===== config.mk =====
export PLATFORM = sky130hd
export DESIGN_NAME = matrix_frame_store
export DESIGN_NICKNAME = d
export VERILOG_FILES = /design/src/rtl/matrix_pkg.sv /design/src/rtl/matrix_bitplane.sv /design/src/rtl/matrix_frame_store.sv
export SDC_FILE = /design/constraint.sdc
export NUM_CORES = 1
export LEC_CHECK = 0
export CAP_MARGIN = 20
export CORE_MARGIN = 5
export CORE_UTILIZATION = 31
export DETAILED_ROUTE_END_ITERATION = 16
export HOLD_SLACK_MARGIN = 0.02
export RECOVER_POWER = 25
export SLEW_MARGIN = 10
export SYNTH_ARGS = -nofsm -noshare
export SYNTH_HDL_FRONTEND = slang
export SYNTH_HIERARCHICAL = 1
export SYNTH_SLANG_ARGS = --single-unit

===== constraint.sdc =====
create_clock -name clk -period 1.75 [get_ports clk]
set_input_delay 0.35 -clock clk [delete_from_list [all_inputs] [get_ports clk]]
set_output_delay 0.35 -clock clk [all_outputs]
set_load 0.02 [all_outputs]

===== src/rtl/matrix_pkg.sv =====
// matrix_pkg: shared types and sizes for the LED matrix frame store
package matrix_pkg;
  localparam int MAT_ROWS = 8;
  localparam int MAT_COLS = 8;
  typedef logic [MAT_COLS-1:0] row_t;
  typedef enum logic {COLOR_RED, COLOR_GREEN} color_e;
  typedef enum logic [1:0] {FS_IDLE, FS_CLEAR, FS_SWAP_WAIT} fs_state_e;
endpackage


===== src/rtl/matrix_bitplane.sv =====
// matrix_bitplane: one 8-row plane with sync write, sync row clear and combinational read
module matrix_bitplane
  import matrix_pkg::*;
(
  input  logic       clk,
  input  logic       rst_n,
  input  logic       we,
  input  logic [2:0] wr_row,
  input  row_t       wr_data,
  input  logic       clr,
  input  logic [2:0] clr_row,
  input  logic [2:0] rd_row,
  output row_t       rd_data
);
  row_t mem [MAT_ROWS];
  always_ff @(posedge clk) begin
    if (!rst_n) begin
      for (int i = 0; i < MAT_ROWS; i++) mem[i] <= '0;
    end else begin
      if (we) mem[wr_row] <= wr_data;
      if (clr) mem[clr_row] <= '0;
    end
  end
  assign rd_data = mem[rd_row];
endmodule


===== src/rtl/matrix_frame_store.sv =====
// matrix_frame_store: double-buffered red/green frame store with tear-free swap on frame boundary
module matrix_frame_store
  import matrix_pkg::*;
#(
  parameter int ROWS = MAT_ROWS,
  parameter int COLS = MAT_COLS
) (
  input  logic            clk,
  input  logic            rst_n,
  input  logic            wr_valid,
  output logic            wr_ready,
  input  logic [2:0]      wr_row,
  input  logic            wr_color,
  input  logic [COLS-1:0] wr_data,
  input  logic            clr_req,
  input  logic            swap_req,
  input  logic            frame_sync,
  output logic            swap_pending,
  output logic            swap_done,
  input  logic [2:0]      rd_row,
  output logic [COLS-1:0] rd_red,
  output logic [COLS-1:0] rd_green
);
  fs_state_e  state, state_nxt;
  logic [2:0] clr_cnt;
  logic       front_sel;
  logic       accept;
  logic       swap_now;
  row_t       plane_rd [2][2];
  assign wr_ready     = state == FS_IDLE;
  assign swap_pending = state == FS_SWAP_WAIT;
  assign accept       = wr_valid & wr_ready;
  assign swap_now     = swap_pending & frame_sync;
  for (genvar b = 0; b < 2; b++) begin : g_bank
    for (genvar c = 0; c < 2; c++) begin : g_plane
      matrix_bitplane u_plane (
        .clk     (clk),
        .rst_n   (rst_n),
        .we      (accept && 1'(b) != front_sel && wr_color == 1'(c)),
        .wr_row  (wr_row),
        .wr_data (wr_data),
        .clr     (state == FS_CLEAR && 1'(b) != front_sel),
        .clr_row (clr_cnt),
        .rd_row  (rd_row),
        .rd_data (plane_rd[b][c])
      );
    end
  end
  always_comb begin
    state_nxt = state == FS_IDLE  ? (clr_req ? FS_CLEAR : swap_req ? FS_SWAP_WAIT : FS_IDLE) :
                state == FS_CLEAR ? (clr_cnt == 3'd7 ? FS_IDLE : FS_CLEAR) :
                (state == FS_SWAP_WAIT && !frame_sync) ? FS_SWAP_WAIT : FS_IDLE;
  end
  always_ff @(posedge clk) begin
    if (!rst_n) begin
      state     <= FS_IDLE;
      clr_cnt   <= '0;
      front_sel <= 1'b0;
      swap_done <= 1'b0;
      rd_red    <= '0;
      rd_green  <= '0;
    end else begin
      state     <= state_nxt;
      clr_cnt   <= state == FS_CLEAR ? clr_cnt + 3'd1 : 3'd0;
      front_sel <= front_sel ^ swap_now;
      swap_done <= swap_now;
      rd_red    <= plane_rd[front_sel][COLOR_RED];
      rd_green  <= plane_rd[front_sel][COLOR_GREEN];
    end
  end
endmodule


### Word level (Yosys, flattened, before mapping)

Memory sizes are Yosys's and may differ from the RTL's.
Index checks and enable logic that the tools add are counted.

* reductions and logical operators: 20
* equal/unequal tests: 3
* $add $sub $neg: 1
* $lt $le $gt $ge: 1
* muxes and demuxes: 52
* bitwise gates (word level): 6

Operators by type and width (number)
* $mux 8: 8
* $reduce_or 8->1: 8
* $mux 16: 3
* $mux 1: 28
* $mux 3: 8
* $mux 2: 5
* $logic_and 1x1->1: 9
* $add 3x1->3 const B: 1
* $eq 3x3->1 const B: 1
* $and 1x1->1: 2
* $eq 2x1->1 const B: 1
* $eq 2x2->1 const B: 1
* $ge 2x2->1 const B: 1
* $logic_not 2->1: 1
* $not 1->1: 2
* $not 1->2: 1
* $reduce_and 2->1: 1
* $logic_not 1->1: 1
* $xor 1x1->1: 1

* memories kept: 4
* flip-flop bits (word level): 23
* output and inout port bits: 19
* RAM bits: 256
* bits of input ports: 21
* logic and storage cells: 93

Memory list
* g_bank[0].g_plane[0].u_plane.mem: words 8, width 8, rd ports 1, clocked after memory_dff 0, write ports 8, line matrix_bitplane.sv:15 `row_t mem [MAT_ROWS];`
* g_bank[0].g_plane[1].u_plane.mem: words 8, width 8, rd ports 1, clocked after memory_dff 0, write ports 8, line matrix_bitplane.sv:15
* g_bank[1].g_plane[0].u_plane.mem: words 8, width 8, rd ports 1, clocked after memory_dff 0, write ports 8, line matrix_bitplane.sv:15
* g_bank[1].g_plane[1].u_plane.mem: words 8, width 8, rd ports 1, clocked after memory_dff 0, write ports 8, line matrix_bitplane.sv:15

### Depth between registers and ports, before layout

* depth in word-level cells: 10
* mapped depth: 9
* depth with buffers taken out: 5

### Cells and area by module

The synthesis kept the hierarchy.

Modules (own cells, without submodules)
* matrix_bitplane: area an instance 3268.1 um^2, sequential area each 1281.2 um^2, times used 4, cells an instance 316
* matrix_frame_store: area an instance 904.6 um^2, sequential area each 460.4 um^2, times used 1, cells an instance 84

### Worst setup path before layout

No wires, ideal clock.

* path kind: reg-to-reg
* start: reg state[0]
* end: mem g_bank[1].g_plane[0].u_plane/mem[0][0] (netlist name)
* library setup time: 139 ps
* arrival time: 1990 ps
* cell stages (with the launch flop): 8
* path buffers: 2
* slack: -379 ps
* data required time: 1611 ps
* clock period less this slack: 2129 ps
* cell sequence: dfxtp_1 nor2_1 and4bb_2 buf_2 or4b_1 buf_2 a32oi_1 nor2_1

RTL lines
* start, declared: line matrix_frame_store.sv:24 `fs_state_e state, state_nxt;`
* start signal, assigned: line matrix_frame_store.sv:63 `state <= state_nxt;`
* end, declared: line matrix_bitplane.sv:15

==> flow_metrics.tcl <==
set metrics [dict create \
    crit_required_ps 2220 \
    drt_iter0_markers 1146 \
    ys_top_cells_by_count "279 x dfxtp_1, 218 x nor2_1, 184 x a32oi_1" \
    postLayoutCoreUtil 0.406 \
    place_congestion 0.823 \
    rsz0062_at_grt "yes" \
    violations "negative setup slack" \
    port_buffers 39 \
    htreeDepth 1 \
    drc 0 \
    start_util 0.315 \
    setup_violations 115 \
    pwr-share-comb 0.091 \
    swShare 0.248 \
    yosysMostFrequentCell "dfxtp_1" \
    ys_top_cells_by_area "dfxtp_1 40%, a32oi_1 12%, mux4_1 9.0%, nor2_1 5.9%, nand4b_1 4.8%" \
    synth_simple_gate_area_frac 0.236 \
    yosys.area.top_type "dfxtp_1" \
    grt_use_met1 0.261 \
    skew_ps 19.5 \
    switchingPower_mw 3.47 \
    synthMuxAreaShare 0.158 \
    cp-end-kind "flip-flop" \
    timing.reg2reg.setup_slack_ps -120 \
    core-area_sq_um 44400 \
    num_antenna_cells 0 \
    cellLeakagePower_nw 7.19 \
    power_density_nw_per_um2 777 \
    worstMarginPinSlew_ps 1010 \
    vdd_ir_drop_max_mv 0.675 \
    met3_usage 0.0347 \
    syn_nets 1371 \
    synthArstFlopShare 0 \
    power.share.clock 0.451 \
    wl_um 48500 \
    cts_sinks 279 \
    busiest_layer "met2" \
    timing.rr.end "g_bank[1].g_plane[0].u_plane/mem[0][0]$_SDFFE_PP0P_" \
    reg2reg_depth 6 \
    die_h_um 222 \
    worst_setup_hold_path_clk_slew_ps 60 \
    regToRegStartpoint "state[1]$_SDFF_PN0_" \
    synth_area_sq_um 14000 \
    worstSetupEndpoint "g_bank[1].g_plane[0].u_plane/mem[0][0]$_SDFFE_PP0P_" \
    synth_top_family_by_area "simple AND/OR/NAND/NOR gates" \
    cts_made_buffers 29 \
    cts_tree "built" \
    slew-limit-headroom 0.327 \
    layout-drive-gt1-share 0.270 \
    root_buffer "clkbuf_16" \
    antenna_found_initial 2 \
    crit_fanout 8 \
    die_w_um 222 \
    use_met2 0.284 \
    finalNetCount 1504 \
    critPathLaunchType "flip-flop" \
    grt_max_degree 81 \
    yosysSeqAreaShare 0.400 \
    crit_type "flip-flop to flip-flop" \
    yosys_warnings 6 \
    yosys.area_share.adder 0.00179 \
    synth_enable_flop_cells 0 \
    syn-instance-count 1348 \
    slew_violations 0 \
    hold_viol 0 \
    synth-xor-area-share 0 \
    setup_ws_ps -119 \
    ios 40 \
    ant_nets 0 \
    area_growth_pct 29.1 \
    outcome "complete, but fails checks" \
    die_area_sq_um 49400 \
    holdCritPathClass "input pin to flip-flop" \
    internal_power_mw 10.5 \
    routed_via_density 5.94 \
    ys_ff_latch 279 \
    pwr-share-seq 0.458 \
    pre_cts_slack_ps -402 \
    clock_path_buffers 3 \
    synth_compound_area_frac 0.149 \
    syn_avg_cell_area_sq_um 10.4 \
    layout_worst_path_cycle_share 1.07 \
    insertion_delay_ps 580 \
    rows 77 \
    synth_cell_type_count 44 \
    hpwl_um 29600 \
    grt_pass1_wl_um 73100 \
    wl_per_cell_um 23.2 \
    ys.flop_type "dfxtp_1" \
    drtPass1Iterations 5 \
    synth_top_area_share 0.400 \
    fmax_mhz 535 \
    num_vias 12441 \
    grt_overflow_total 0 \
    whs_ps 302 \
    grt_pass1_vias 12051 \
    gr-usage-all-layers 0.183 \
    drv_cap 0 \
    critPathLaunch "state[1]$_SDFF_PN0_" \
    worst_ep_arrival_time_ps 2340 \
    min_period_ps 1870 \
]
-- per-stage QoR --
stage | TNS, ps | total power [mW] | area [sq um] | cells
global placement | -68870 | 7.70 | 16100 | 2016
CTS | -2470 | 14.0 | 17400 | 2086
finish | -5080 | 14.0 | 18000 | 2094
detailed placement | -73940 | 7.71 | 16100 | 2016
floorplan | -1620 | 7.19 | 14100 | 1348
global route | -17980 | 14.4 | 18000 | 2094
-- state kept, by name, summed over array words and instances, names as in the netlist --
register / count
clr_cnt: 3
front_sel: 1
g_bank.g_plane.u_plane/mem: 256
rd_green: 8
rd_red: 8
state: 2
swap_done: 1
-- power by group through the flow --
stage	Clock (mW)	Sequential (mW)	Combinational, mW
finish	6.32	6.42	1.27
global route	6.65	6.42	1.33
floorplan	0	6.55	0.644
CTS	6.39	6.41	1.19
global placement	0	6.56	1.14
detailed placement	0	6.56	1.15
-- cell families (layout without fill, tap and decap cells) --
family,count (synthesis),after routing
fa+ha+maj,2,2
compound gates,258,258
mux,113,113
flops,279,279
simple gates,547,547
buf+inv,149,303
-- what timing repair did --
action,4_1_cts,5_1_grt
pin swaps,27,120
gates resized for setup,88,96
hold buffers,0,0
endpoints found under the setup margin,64,236
setup buffers,12,4
cloned,6,6
-- layout make-up --
type,count,area [sq um]
tap,592,741
fill,4263,26400
multi-input combinational,920,8130
inverter,1,3.75
sequential,279,5590
timing repair buffer,250,2610
clock buffer,39,833
clock inverter,13,124
-- how the worst min path moves through the flow --
| stage | start | to | cells past startpoint |
|---|---|---|---|
| after floorplan | g_bank[0].g_plane[0].u_plane/mem[3][7]$_SDFFE_PP0P_ | g_bank[0].g_plane[0].u_plane/mem[3][7]$_SDFFE_PP0P_ | 2 |
| after global placement | g_bank[0].g_plane[0].u_plane/mem[3][5]$_SDFFE_PP0P_ | g_bank[0].g_plane[0].u_plane/mem[3][5]$_SDFFE_PP0P_ | 2 |
| after detailed placement | g_bank[0].g_plane[0].u_plane/mem[3][7]$_SDFFE_PP0P_ | g_bank[0].g_plane[0].u_plane/mem[3][7]$_SDFFE_PP0P_ | 2 |
| after CTS | wr_row[0] | g_bank[0].g_plane[1].u_plane/mem[1][2]$_SDFFE_PP0P_ | 3 |
| after global routing | wr_row[0] | g_bank[0].g_plane[1].u_plane/mem[1][2]$_SDFFE_PP0P_ | 3 |
| final | wr_row[0] | g_bank[0].g_plane[1].u_plane/mem[1][2]$_SDFFE_PP0P_ | 3 |
-- worst max-delay path: stages, from the launching register on --
cell and delay [ps]:
dfxtp_4 370, nor2_4 150, buf_6 120, and4bb_2 290
or4b_4 570, a32oi_1 220, nor2_1 60
-- layer usage --
layer,share of wire,up-vias
li1,-,5597
met1,0.44,6200
met2,0.45,543
met3,0.076,97
met4,0.029,4
met5,0.00041,-
-- placed cells by master, fill, tap and decap left out, drive strengths merged, types with 5 or more instances in the layout --
master / instances
nor3b: 33
mux2: 32
buf: 212
clkinv: 8
dfxtp: 279
and3: 34
a21oi: 40
nand4b: 76
a21boi: 32
nand3b: 36
dlygate4sd2: 17
nand2b: 5
mux2i: 17
clkbuf: 46
nand3: 44
nor3: 8
and3b: 37
mux4: 64
a32oi: 184
or4b: 8
nand2: 9
nand4: 12
nor2: 218
clkdlybuf4s50: 14
nand4bb: 8
Note: power is estimated with default switching activity, not from simulation.
